--- config.mk ---
export PLATFORM = sky130hd
export DESIGN_NAME = mem_arbiter
export DESIGN_NICKNAME = d
export VERILOG_FILES = /design/src/rtl/mem_arbiter.sv
export SDC_FILE = /design/constraint.sdc
export NUM_CORES = 1
export LEC_CHECK = 0
export CAP_MARGIN = 10
export CORE_UTILIZATION = 43
export CTS_BUF_LIST = sky130_fd_sc_hd__clkbuf_16
export DETAILED_ROUTE_END_ITERATION = 12
export PLACE_DENSITY = 0.8
export SLEW_MARGIN = 25
export SYNTH_ARGS = -nofsm -noshare
export SYNTH_HDL_FRONTEND = slang
export SYNTH_SLANG_ARGS = --single-unit
--- constraint.sdc ---
create_clock -name clk -period 5.2 [get_ports clk]
set_input_delay 1.56 -clock clk [delete_from_list [all_inputs] [get_ports clk]]
set_output_delay 1.56 -clock clk [all_outputs]
set_load 0.05 [all_outputs]
--- src/rtl/mem_arbiter.sv ---
// rtl/mem_arbiter.sv - instruction/data arbiter for a single-port memory with a fixed read delay
// Optional ARB_ROUND_ROBIN_EN: alternate I/D read grants on conflicts instead of fixed D priority.
module mem_arbiter #(
   parameter int READ_DELAY = 10,
   parameter int AW         = 16
) (
   input  logic          clk,
   input  logic          rst,
   input  logic          i_req,
   input  logic [AW-1:0] i_addr,
   output logic [31:0]   i_rdata,
   output logic          i_done,
   input  logic          d_rd,
   input  logic          d_wr,
   input  logic [AW-1:0] d_addr,
   input  logic [31:0]   d_wdata,
   output logic [31:0]   d_rdata,
   output logic          d_done,
   output logic [AW-1:0] m_addr,
   output logic [31:0]   m_wdata,
   output logic          m_rden,
   output logic          m_wren,
   input  logic [31:0]   m_rdata,
   output logic          busy
);

   localparam logic [7:0] DELAY = 8'(READ_DELAY);

   typedef enum logic [1:0] {
      IDLE   = 2'd0,
      DWRITE = 2'd1,
      READ   = 2'd2,
      RESP   = 2'd3
   } state_t;

   state_t        state;
   state_t        state_nx;
   logic [7:0]    cnt;
   logic [7:0]    cnt_nx;
   logic [AW-1:0] addr_q;
   logic [AW-1:0] addr_nx;
   logic [31:0]   wdata_q;
   logic [31:0]   wdata_nx;
   logic          owner_d;
   logic          owner_d_nx;
   logic          grant_d;
   logic          read_grant;
   logic          capture;

   // A read is granted only from IDLE when no write-back is pending.
   assign read_grant = (state == IDLE) && !d_wr && (d_rd || i_req);

`ifdef ARB_ROUND_ROBIN_EN
   logic last_d;

   // last_d=0 means I was granted last, so D wins the first conflict after reset.
   assign grant_d = d_rd && !(i_req && last_d);

   always_ff @(posedge clk or posedge rst) begin
      if (rst) begin
         last_d <= 1'b0;
      end else if (read_grant) begin
         last_d <= grant_d;
      end
   end
`else
   assign grant_d = d_rd;
`endif

   always_ff @(posedge clk or posedge rst) begin
      if (rst) begin
         state   <= IDLE;
         cnt     <= 8'd0;
         addr_q  <= '0;
         wdata_q <= 32'd0;
         owner_d <= 1'b0;
      end else begin
         state   <= state_nx;
         cnt     <= cnt_nx;
         addr_q  <= addr_nx;
         wdata_q <= wdata_nx;
         owner_d <= owner_d_nx;
      end
   end

   always_ff @(posedge clk or posedge rst) begin
      if (rst) begin
         i_rdata <= 32'd0;
         d_rdata <= 32'd0;
      end else if (capture) begin
         if (owner_d) begin
            d_rdata <= m_rdata;
         end else begin
            i_rdata <= m_rdata;
         end
      end
   end

   always_comb begin
      state_nx   = state;
      cnt_nx     = cnt;
      addr_nx    = addr_q;
      wdata_nx   = wdata_q;
      owner_d_nx = owner_d;
      m_addr     = '0;
      m_wdata    = 32'd0;
      m_rden     = 1'b0;
      m_wren     = 1'b0;
      i_done     = 1'b0;
      d_done     = 1'b0;
      capture    = 1'b0;
      case (state)
         IDLE: begin
            if (d_wr) begin
               addr_nx    = d_addr;
               wdata_nx   = d_wdata;
               owner_d_nx = 1'b1;
               state_nx   = DWRITE;
            end else if (read_grant) begin
               addr_nx    = grant_d ? d_addr : i_addr;
               owner_d_nx = grant_d;
               cnt_nx     = 8'd0;
               state_nx   = READ;
            end
         end
         DWRITE: begin
            m_addr   = addr_q;
            m_wdata  = wdata_q;
            m_wren   = 1'b1;
            state_nx = RESP;
         end
         READ: begin
            m_addr = addr_q;
            cnt_nx = cnt + 8'd1;
            if (cnt == DELAY) begin
               m_rden   = 1'b1;
               capture  = 1'b1;
               state_nx = RESP;
            end
         end
         RESP: begin
            i_done   = !owner_d;
            d_done   = owner_d;
            state_nx = IDLE;
         end
         default: state_nx = IDLE;
      endcase
   end

   assign busy = (state != IDLE);

endmodule

==> metrics.txt, run 1 <==
sequential share of the synthesized area=0.577; global route overflow=0; layout cells sized above 1=0.199; worst-skew pair later-pin latency=400 ps; R2R setup slack=2970 ps; Synth Cell Area=5330 µm²; top cell type's share of synthesized area=0.577; top cell type by total area after synthesis=dfrtp_1; setup violators final=0; Min-Delay Path Depth=2; Post-CTS Hold Fix Bufs=0; RSZ-0062 raised after global routing=false; Num CTS Buffers=17; Final Max Tran Viols=0; hold crit path type=reg -> reg; cells along the critical path=inv_1 > ha_1 > and2_1 > clkdlybuf4s50_1; first-pass GRT wire length=20400 µm; P_leak=3.53 nW; synth-to-layout area growth=53.9%; vias in the first global route=4021; Starting Density=0.442; fmax=232 MHz; period utilization=0.828; Final Worst Setup Slack=896 ps; Tmin final=4300 ps; design area=8210 µm²; Slew @ Worst Pin=994 ps; # Post-CTS Setup Buffers=0; H-tree Lvls=4; initial antenna violation count=0; Worst VDD drop=0.337 mV; full die area=12900 µm²; HP Start=addr_q[7]; commonest cells in the netlist=123 x dfrtp_1, 88 x mux2_2, 49 x and2_1; Fin Setup TNS=0 ps; fill count=903; status=finished, final reports clean; Place WS=1260 ps; clk root buf=clkbuf_16; Slowest-stage cell, CP=clkdlybuf4s50_1; final hold violations=0; PD cells=507 nW/µm²; clock slew at reported path FFs=50 ps; GRT Util Overall=0.209; worst path arrival time=2740 ps; Port-buffer cells=217; DR WL/cell=15.8 µm; normalized max-slew margin=0.337; antenna diode count=0; count leader, synth=dfrtp_1; Nets=735; final hold slack=470 ps; Synth Warn #=0; Synth area leaders=dfrtp_1 58%, mux2_2 19%, and2_1 5.7%; Critical Path Start=state[1]; DRT iter0 DRCs=160; number of synthesized flops with an enable pin=0; FFs w/ async S/R, synth=1.00; DRT antenna net count=0; syn_area_per_cell=13.2 µm²; cts repair resizes=0; drt first pass iters=5; crit-path max FO=33; Worst EP required=3640 ps; row cnt=40; Startpoint Class=register; cell count after synthesis=405; Syn Nets=513; Clock Skew=13.0 ps; GPL Wtd Cong=0.750; fin util=0.680; clk sinks=123; MaxCap Viol Count=0; largest net degree at the start of global routing=75; CP endpoint kind=primary output; IO Pins=218; core area=12100 µm²; r2r startpoint=state[0]; DR vias=3945; synth unique cells=34; DRC=0; vias per cell=4.89; final wirelength=12700 µm; CTS tree=built; die width=113 µm; Worst R2R End=cnt[4]; placed cell area=7660 µm²; DIE HEIGHT=113 µm; #FFs+latches synth=123; Hold EP=addr_q[7]; R2R cell count=6; Max Buffers Root-to-Sink=2; Post-DP HPWL=9190 µm; CP Class=reg -> out; prevailing post-synth register cell=dfrtp_1; CP max stage delay=820 ps
## registers in the layout (all words and copies together) (netlist names)
register	count
owner_d	1
wdata_q	32
addr_q	16
cnt	8
d_rdata	32
i_rdata	32
state	2
## cells in the final DEF (no fill, tap or decap), types with 6 or more instances in the layout
cell / instances
clkdlybuf4s50_1: 217
dfrtp_1: 123
mux2_2: 88
and2_1: 49
nand2_1: 26
o21ai_0: 24
mux2i_1: 19
clkbuf_16: 17
mux2_1: 8
ha_1: 7
inv_1: 6
## kinds of logic (layout without fill, tap and decap cells)
group,after synthesis,count (layout),share of synthesized area
compound gates,35,35,0.0361
fa+ha+maj,7,7,0.0164
buf+inv,24,258,0.0223
flops,123,123,0.577
mux,115,115,0.238
simple gates,101,101,0.110
## report_power, final
| part | leakage [nW] | switching (mW) | internal, mW |
|---|---|---|---|
| Clock | 0.261 | 0.407 | 0.645 |
| Combinational | 1.73 | 1.12 | 0.687 |
| Sequential | 1.54 | 0.119 | 1.18 |
| Total | 3.53 | 1.65 | 2.51 |
## worst max path at each step
stage,to,depth (start not counted)
3_3_place_gp,m_wdata[31],4
2_1_floorplan,addr_q[0],1
5_1_grt,m_wdata[6],4
4_1_cts,m_wdata[16],4
6_report,m_wdata[16],4
3_5_place_dp,m_wdata[16],4
## routing by layer
| layer | GRT usage | vias up | routed length, µm |
|---|---|---|---|
| met5 | 0 | - | 0 |
| met4 | 0.0965 | 0 | 254 |
| met3 | 0.0600 | 17 | 805 |
| met2 | 0.349 | 162 | 6280 |
| met1 | 0.252 | 1921 | 5380 |
| li1 | - | 1845 | - |
## through the flow
step	cells	total power, mW
detailed placement	776	3.13
global placement	776	3.08
finish	807	4.16
floorplan	405	2.52
global route	807	4.38
CTS	807	4.20
## area by class of cell
type / count / area, µm² / share of cell area
Sequential cell: 123 / 3080 / 0.375
Timing Repair Buffer: 222 / 2210 / 0.269
Multi-Input combinational cell: 258 / 2150 / 0.262
Clock buffer: 17 / 425 / 0.0518
Tap cell: 168 / 210 / 0.0256
Clock inverter: 14 / 109 / 0.0133
Inverter: 5 / 21.3 / 0.00259
## worst max-delay path: cells and delay by family, from the launching register on
kind                       cells  cell delay, ps
and+or+nand+nor                1             240
adders and majority gates      1             730
DFF                            1             400
buffers and inverters          2             950
(Power assumes the default switching activity.)
==> inputs of run 2 (changes only) <==
- CORE_UTILIZATION: 43 -> 39
- PLACE_DENSITY: 0.8 -> 0.77
- clock period: 5.2 -> 3.9 ns (I/O delays scaled with it)
==> run 2 against run 1 <==
Combinational power increased by 34%; flip-flop and latch count unchanged; via count is 0.51% higher; register-to-register slack got worse by 1300 ps; sequential share of layout area decreased by 0.41 points; critical path depth is 1 higher; cell area up 1.1%; clock skew shrank 6.6 ps; highest routed layer unchanged; global-route usage fell by 1.6 points; critical endpoint is now m_rden; final cell count is 1.6% higher; clock power is 47% higher.
==> metrics.txt, run 2 (same netlist as run 1, synthesis figures left out) <==
RSZ-0062 raised after global routing=false; Worst R2R End=i_rdata[11]; Startpoint Class=register; vias in the first global route=4193; clk sinks=123; fmax=270 MHz; clock slew at reported path FFs=50 ps; largest net degree at the start of global routing=92; hold crit path type=reg -> reg; initial antenna violation count=0; Final Max Tran Viols=0; H-tree Lvls=4; die width=119 µm; cts repair resizes=0; worst path arrival time=2540 ps; Layout Cells excl Fill=820; Tmin final=3710 ps; Nets=739; first-pass GRT wire length=21100 µm; DRT antenna net count=0; Min-Delay Path Depth=2; Hold EP=addr_q[5]; design area=8300 µm²; sequential cell area=3080 µm²; most frequent cells in the layout=217 x clkdlybuf4s50_1, 123 x dfrtp_1, 88 x mux2_2; r2r startpoint=state[0]; P_leak=3.58 nW; period utilization=0.950; MaxCap Viol Count=0; DR vias=3965; setup violators final=0; Slew @ Worst Pin=705 ps; R2R setup slack=1720 ps; PD cells=686 nW/µm²; layout cells sized above 1=0.203; Worst EP required=2730 ps; Post-CTS Hold Fix Bufs=0; drt first pass iters=4; Post-DP HPWL=9380 µm; crit-path max FO=9; area of the multi-input gates=2140 µm²; CTS tree=built; Worst VDD drop=0.454 mV; antenna diode count=0; Fin Setup TNS=0 ps; DRC=0; Place WS=620 ps; row cnt=42; IO Pins=218; R2R cell count=6; leading cell type in the layout, fill and taps excluded=clkdlybuf4s50_1; final hold slack=478 ps; CP Class=reg -> out; final wirelength=13000 µm; DR WL/cell=15.8 µm; Largest regs=d_rdata x32, i_rdata x32, wdata_q x32; Starting Density=0.401; placed instance count=788; full die area=14100 µm²; Clock Skew=6.32 ps; Final Worst Setup Slack=195 ps; GPL Wtd Cong=0.775; status=finished, final reports clean; clk root buf=clkbuf_16; HP Start=addr_q[5]; worst-skew pair later-pin latency=410 ps; DIE HEIGHT=119 µm; fill count=1034; Num CTS Buffers=17; GRT Util Overall=0.193; vias per cell=4.84; Max Buffers Root-to-Sink=2; # Post-CTS Setup Buffers=0; placed cell area=7710 µm²; normalized max-slew margin=0.526; CP endpoint kind=primary output; Port-buffer cells=217; final hold violations=0; core area=13300 µm²; global route overflow=0; DRT iter0 DRCs=114; synth-to-layout area growth=55.6%
## run 2: worst max-delay path by stage
stage / startpoint / end / slack [ps] / depth (start not counted)
after floorplan: state[0] / m_rden / 380 / 4
after global placement: state[0] / m_rden / 700 / 5
after detailed placement: state[0] / m_rden / 620 / 5
after CTS: state[0] / m_rden / 170 / 5
after global routing: state[0] / m_rden / 50 / 5
final: state[0] / m_rden / 190 / 5
## run 2: metal layers
metal  global-route usage  share of wire
met2                0.328           0.50
met4               0.0736          0.012
met5                    0              0
met3               0.0685          0.074
met1                0.222           0.42
## run 2: power by group
part / internal, mW / switching, mW / leakage, nW
combinational: 0.933 / 1.50 / 1.75
sequential: 1.57 / 0.154 / 1.54
clock: 0.991 / 0.544 / 0.286
total: 3.50 / 2.19 / 3.58
## run 2: worst max-delay path, stage by stage, from the launching register on
cell and delay [ps]:
dfrtp_1 400, inv_1 140, ha_1 330, nand2b_1 160, nor4_1 220, clkdlybuf4s50_1 880
## run 2: area by class of cell
type,instances,area share
Sequential cell,123,0.371
Clock inverter,15,0.0192
Multi-Input combinational cell,258,0.258
Tap cell,176,0.0265
Inverter,5,0.00271
Timing Repair Buffer,226,0.271
Clock buffer,17,0.0513
## run 2: through the flow
step,power [mW],utilization
after detailed placement,4.19,0.580
after CTS,5.76,0.624
after global routing,5.99,0.624
after floorplan,3.36,-
after global placement,4.12,0.580
final,5.69,0.624
